**config.mk**
```make
export PLATFORM = sky130hd
export DESIGN_NAME = edge_frame_sequencer
export DESIGN_NICKNAME = d
export VERILOG_FILES = /design/src/rtl/edge_frame_sequencer.sv
export SDC_FILE = /design/constraint.sdc
export NUM_CORES = 1
export LEC_CHECK = 0
export CORE_MARGIN = 5
export CORE_UTILIZATION = 25
export DETAILED_ROUTE_END_ITERATION = 7
export PLACE_DENSITY = 0.52
export SETUP_SLACK_MARGIN = 0.4
export SYNTH_ARGS = -nofsm -noshare
export SYNTH_HDL_FRONTEND = slang
export SYNTH_SLANG_ARGS = --single-unit
```
**constraint.sdc**
```tcl
create_clock -name iCLK -period 3.1 [get_ports iCLK]
set_input_delay 0.62 -clock iCLK [delete_from_list [all_inputs] [get_ports iCLK]]
set_output_delay 0.62 -clock iCLK [all_outputs]
set_load 0.005 [all_outputs]
```
**src/rtl/edge_frame_sequencer.sv**
```systemverilog
// edge_frame_sequencer: frame-level sequencing for the gray->3x3 Sobel path.
// Tracks pixel coordinates, qualifies full 3x3 windows and latches the filter mode per frame.
`default_nettype none

module edge_frame_sequencer #(
  parameter int IMG_W   = 640,
  parameter int IMG_H   = 480,
  parameter int WIN_LAT = 2
) (
  input  logic        iCLK,
  input  logic        iRST,
  input  logic        iEnable,
  input  logic        iFVAL,
  input  logic        iDVAL,
  input  logic [1:0]  iMode_req,
  output logic [1:0]  oMode,
  output logic [10:0] oCol,
  output logic [10:0] oRow,
  output logic        oWin_valid,
  output logic        oBorder,
  output logic        oFrame_done,
  output logic        oFrame_err,
  output logic        oBusy
);

  localparam int              CW        = $clog2(WIN_LAT + 1);
  localparam logic [10:0]     LAST_COL  = 11'(IMG_W - 1);
  localparam logic [10:0]     LAST_ROW  = 11'(IMG_H - 1);
  localparam logic [CW-1:0]   DRAIN_LEN = CW'(WIN_LAT);
  localparam logic [CW-1:0]   DRAIN_PRE = CW'(WIN_LAT - 1);
  localparam logic            LAT_ONE   = (WIN_LAT == 1);

  typedef enum logic [1:0] {
    IDLE   = 2'd0,
    ACTIVE = 2'd1,
    DRAIN  = 2'd2
  } state_t;

  state_t             state;
  logic               fval_q;
  logic [10:0]        col_cnt;
  logic [10:0]        row_cnt;
  logic [CW-1:0]      drain_cnt;
  logic [WIN_LAT-1:0] valid_pipe;
  logic [WIN_LAT-1:0] border_pipe;

  logic start_ok;
  logic at_last;
  logic accept;
  logic short_frame;
  logic win_ok;

  // col_cnt/row_cnt hold the position the next accepted pixel will take.
  always_comb begin
    start_ok    = iEnable & iFVAL & ~fval_q;
    at_last     = (col_cnt == LAST_COL) && (row_cnt == LAST_ROW);
    accept      = (state == ACTIVE) && iDVAL && (iFVAL || at_last);
    short_frame = (state == ACTIVE) && !iFVAL && !(iDVAL && at_last);
    win_ok      = (col_cnt >= 11'd2) && (row_cnt >= 11'd2);
  end

  assign oWin_valid = valid_pipe[WIN_LAT-1];
  assign oBorder    = border_pipe[WIN_LAT-1];

  always_ff @(posedge iCLK or negedge iRST) begin
    if (!iRST) begin
      state       <= IDLE;
      fval_q      <= 1'b0;
      col_cnt     <= '0;
      row_cnt     <= '0;
      drain_cnt   <= '0;
      valid_pipe  <= '0;
      border_pipe <= '0;
      oMode       <= 2'd0;
      oCol        <= '0;
      oRow        <= '0;
      oFrame_done <= 1'b0;
      oFrame_err  <= 1'b0;
      oBusy       <= 1'b0;
    end else begin
      fval_q      <= iFVAL;
      oFrame_done <= 1'b0;
      oFrame_err  <= 1'b0;

      valid_pipe[0]  <= accept & win_ok;
      border_pipe[0] <= accept & ~win_ok;
      for (int i = 1; i < WIN_LAT; i++) begin
        valid_pipe[i]  <= valid_pipe[i-1];
        border_pipe[i] <= border_pipe[i-1];
      end

      if (accept) begin
        oCol <= col_cnt;
        oRow <= row_cnt;
        if (col_cnt == LAST_COL) begin
          col_cnt <= '0;
          row_cnt <= at_last ? 11'd0 : row_cnt + 11'd1;
        end else begin
          col_cnt <= col_cnt + 11'd1;
        end
      end

      case (state)
        IDLE: begin
          if (start_ok) begin
            oMode     <= iMode_req;
            col_cnt   <= '0;
            row_cnt   <= '0;
            oCol      <= '0;
            oRow      <= '0;
            drain_cnt <= '0;
            oBusy     <= 1'b1;
            state     <= ACTIVE;
          end
        end

        ACTIVE: begin
          if (short_frame) begin
            oFrame_err  <= 1'b1;
            valid_pipe  <= '0;
            border_pipe <= '0;
            oBusy       <= 1'b0;
            state       <= IDLE;
          end else if (accept && at_last) begin
            drain_cnt   <= CW'(1);
            oFrame_done <= LAT_ONE;
            state       <= DRAIN;
          end
        end

        DRAIN: begin
          if (iDVAL) begin
            oFrame_err <= 1'b1;
          end
          // oFrame_done is visible during the final drain cycle, aligned with the last result.
          if (drain_cnt == DRAIN_LEN) begin
            if (start_ok) begin
              oMode     <= iMode_req;
              col_cnt   <= '0;
              row_cnt   <= '0;
              oCol      <= '0;
              oRow      <= '0;
              drain_cnt <= '0;
              state     <= ACTIVE;
            end else begin
              oBusy <= 1'b0;
              state <= IDLE;
            end
          end else begin
            drain_cnt   <= drain_cnt + CW'(1);
            oFrame_done <= (drain_cnt == DRAIN_PRE);
          end
        end

        default: begin
          oBusy <= 1'b0;
          state <= IDLE;
        end
      endcase
    end
  end

endmodule

`default_nettype wire

```
==> results by group <==
Status
  – Status: completed

Final layout
  – Footprint of the multi-input gates: 1340 sq um
  – Design area: 3720 sq um
  – FF/Latch Area: 1450 sq um
  – Filler Cells Inserted: 1,206
  – Commonest non-fill, non-tap cell in the layout: nand2_1
  – Commonest cells after routing, fill and taps aside: 67 x nand2_1, 58 x dfrtp_1, 36 x a21oi_1
  – Layout cells sized above 1: 10.1%
  – Synthesis-to-finish area growth: 28.3%
  – # nets final: 369
  – N_diodes: 0

Detailed routing
  – Vias: 2,349
  – Post-detailed-route count of antenna-violating nets: 0
  – Drt first pass iters: 4
  – Post-Route WL: 7120 um
  – Routed length per instance: 14.2 um
  – DR iter-0 viols: 114
  – DRC: 0
  – DR vias/cell: 4.70

STA
  – Worst Clk Skew: 7.44 ps
  – Hold Fails Final Rpt: 0
  – Period utilisation layout: 77.9%
  – Setup TNS: 0 ps
  – Highest Clock Rate: 414 MHz
  – Final min period: 2420 ps
  – Max-slew headroom: 53.7%
  – RSZ-0062 raised after global routing: no
  – Final setup fails: 0
  – Slew @ Worst Pin: 695 ps
  – Max Slew Vio Count: 0

Global route
  – Total gr overflow: 0
  – Total GRT Usage: 10.8%
  – Vias in the first global route: 2,399
  – Initial antenna violation count: 0
  – Largest net degree at the start of global routing: 31
  – First-pass GRT wire length: 12,300 um

Pwr
  – Leakage: 1.55 nW
  – Sequential power share: 38.9%
  – NetSw: 0.000622 W
  – Power Density: 616 nW/um^2
  – Highest ir drop seen on vdd: 0.212 mV
  – Sw Share: 27.1%
  – Comb pwr share: 18.2%
  – Clock Power Share: 42.9%
  – Internal power: 0.00167 W
  – Total chip power: 0.00229 W

CTS
  – Cts hold-fix bufs: 0
  – Worst-case clock buffer depth: 2
  – Root buf cell: clkbuf_16
  – Total CTS buffers: 9
  – TritonCTS clock tree: built
  – Clk_lat worst skew: 330 ps
  – Htree depth: 3
  – Clock-pin slew on the worst setup and hold paths: 50 ps
  – Post-CTS Setup Bufs: 0
  – Clk sinks: 58
  – Post-CTS sizing: 0

Critical path
  – Worst-path maximum fanout: 7
  – Worst Path Required: 3310 ps
  – Worst setup SP type: input pin
  – Slowest cell on the critical path: or4_1
  – Worst setup EP type: flop
  – Arr. time, crit path: 2620 ps
  – Worst path bufs/invs: 1
  – Cell breakdown of the critical path: clkdlybuf4s50_1, nand2_1, or4_1, nor4b_4, xnor2_1, nor2_1
  – Cell family with most CP delay: simple AND/OR/NAND/NOR gates
  – Kind of critical path: in2reg
  – Crit-path max cell delay: 750 ps

Placement
  – # port buffers: 35
  – Hpwl dp: 5030 um
  – Placed cell areas: 3430 sq um
  – RePlAce Congestion: 0.870

Floorplan
  – IO Count: 36
  – Chip Height: 118 um
  – Row Count: 39
  – DIE AREA: 13,900 sq um
  – Die width: 118 um
  – Total core area: 11,400 sq um
  – Initial Utilization: 25.4%

Yosys
  – Post-Syn Instances: 313
  – Area contributors post-synth: dfrtp_1 50%, nand2_1 8.7%, a21oi_1 6.4%
  – Synth Flop Type: dfrtp_1
  – Top cell type's share of synthesized area: 50.0%
  – Syn Nets: 328
  – Synth warn: 0
  – Synth async-reset ratio: 100%
  – Synthesis-stage register bit count: 58
  – Mean Syn Cell Area: 9.27 sq um
  – Post-synth EDFFs: 0
  – Cell Area, Synth: 2900 sq um
  – Post-synthesis sequential area ratio: 50.0%
  – Area leader, netlist: dfrtp_1
  – Cell variety after synth: 45

Worst hold path
  – Hold WC Path Type: in2async

Flow run
  – Max-Cap Viols: 0
==> path summary, 6_finish.rpt <==
kind	startpoint	endpoint	slack, ps	cells past startpoint
setup / recovery	iDVAL	row_cnt[3]	680	6
hold / removal	iRST	oFrame_done	340	1
setup reg to reg	col_cnt[1]	row_cnt[3]	770	6
hold reg to reg	valid_pipe[0]	valid_pipe[1]	450	1
max in group asynchronous	iRST	oCol[6]	2150	2
min in group iCLK	valid_pipe[0]	valid_pipe[1]	450	1
==> registers in the layout, summed over array words and instances (netlist names) <==
signal and flops:
border_pipe 2, col_cnt 11, drain_cnt 2, fval_q 1, oBusy 1, oCol 11
oFrame_done 1, oFrame_err 1, oMode 2, oRow 11, row_cnt 11, state 2
valid_pipe 2
==> per-layer routing <==
layer / wire length, um / GRT usage, % / vias up
met3: 344 / 3.60 / 12
met1: 3360 / 14.1 / 1124
met5: 0 / 0 / -
li1: - / - / 1167
met2: 3290 / 16.5 / 46
met4: 121 / 3.94 / 0
==> metrics by stage <==
stage | hold WS [ps] | util [%] | instances | setup WS [ps]
finish | 340 | 32.6 | 500 | 684
CTS | 367 | 32.6 | 500 | 672
detailed placement | 444 | 30.0 | 486 | 324
global placement | 434 | 30.0 | 486 | 391
global route | 404 | 32.6 | 500 | 515
floorplan | 324 | - | 313 | 1080
==> cells in the mapped netlist, drive strengths merged, types with 2 or more instances <==
cell type,number
mux2,2
nand3,6
clkbuf,6
o21ai,11
and2,3
nand3b,2
buf,8
or3,10
nor2,22
and3,3
nand2b,4
a211oi,2
nor3,8
a21boi,2
inv,10
o211ai,2
nand2,67
dfrtp,58
or4,4
nand4b,3
nor2b,2
nor4,9
xnor2,8
nand4,3
a31oi,3
a21oi,37
ha,8
==> power groups by stage <==
stage,registers [W],logic (W),clock network [W]
3_5_place_dp,0.000906,0.000421,0
3_3_place_gp,0.000904,0.000419,0
2_1_floorplan,0.000895,0.000245,0
5_1_grt,0.000905,0.000471,0.00104
4_1_cts,0.000894,0.000424,0.00101
6_report,0.000893,0.000417,0.000985
==> kinds of logic (layout without fill, tap and decap cells) <==
family	count (synthesis)	count (layout)	share of synthesized area, %
mux	2	2	0.776
flops	58	58	50.0
fa+ha+maj	8	8	3.45
buf+inv	24	68	4.18
simple gates	148	148	26.2
compound gates	64	64	12.7
xor+xnor	9	9	2.72
==> cell type report <==
| type | instances | share of cell area [%] |
|---|---|---|
| Clock buffer | 11 | 6.79 |
| Clock inverter | 3 | 1.08 |
| Inverter | 10 | 1.01 |
| Multi-Input combinational cell | 231 | 35.9 |
| Sequential cell | 58 | 39.0 |
| Tap cell | 143 | 4.81 |
| Timing Repair Buffer | 44 | 11.4 |
==> worst reg2reg max path, cell delays in order, from the launching register on <==
cell     delay (ps)
dfrtp_1         460
ha_1            210
nand4_1         240
or4_1           760
nor4b_4         350
xnor2_1         150
nor2_1           50
Power figures use the tool's default switching activity.
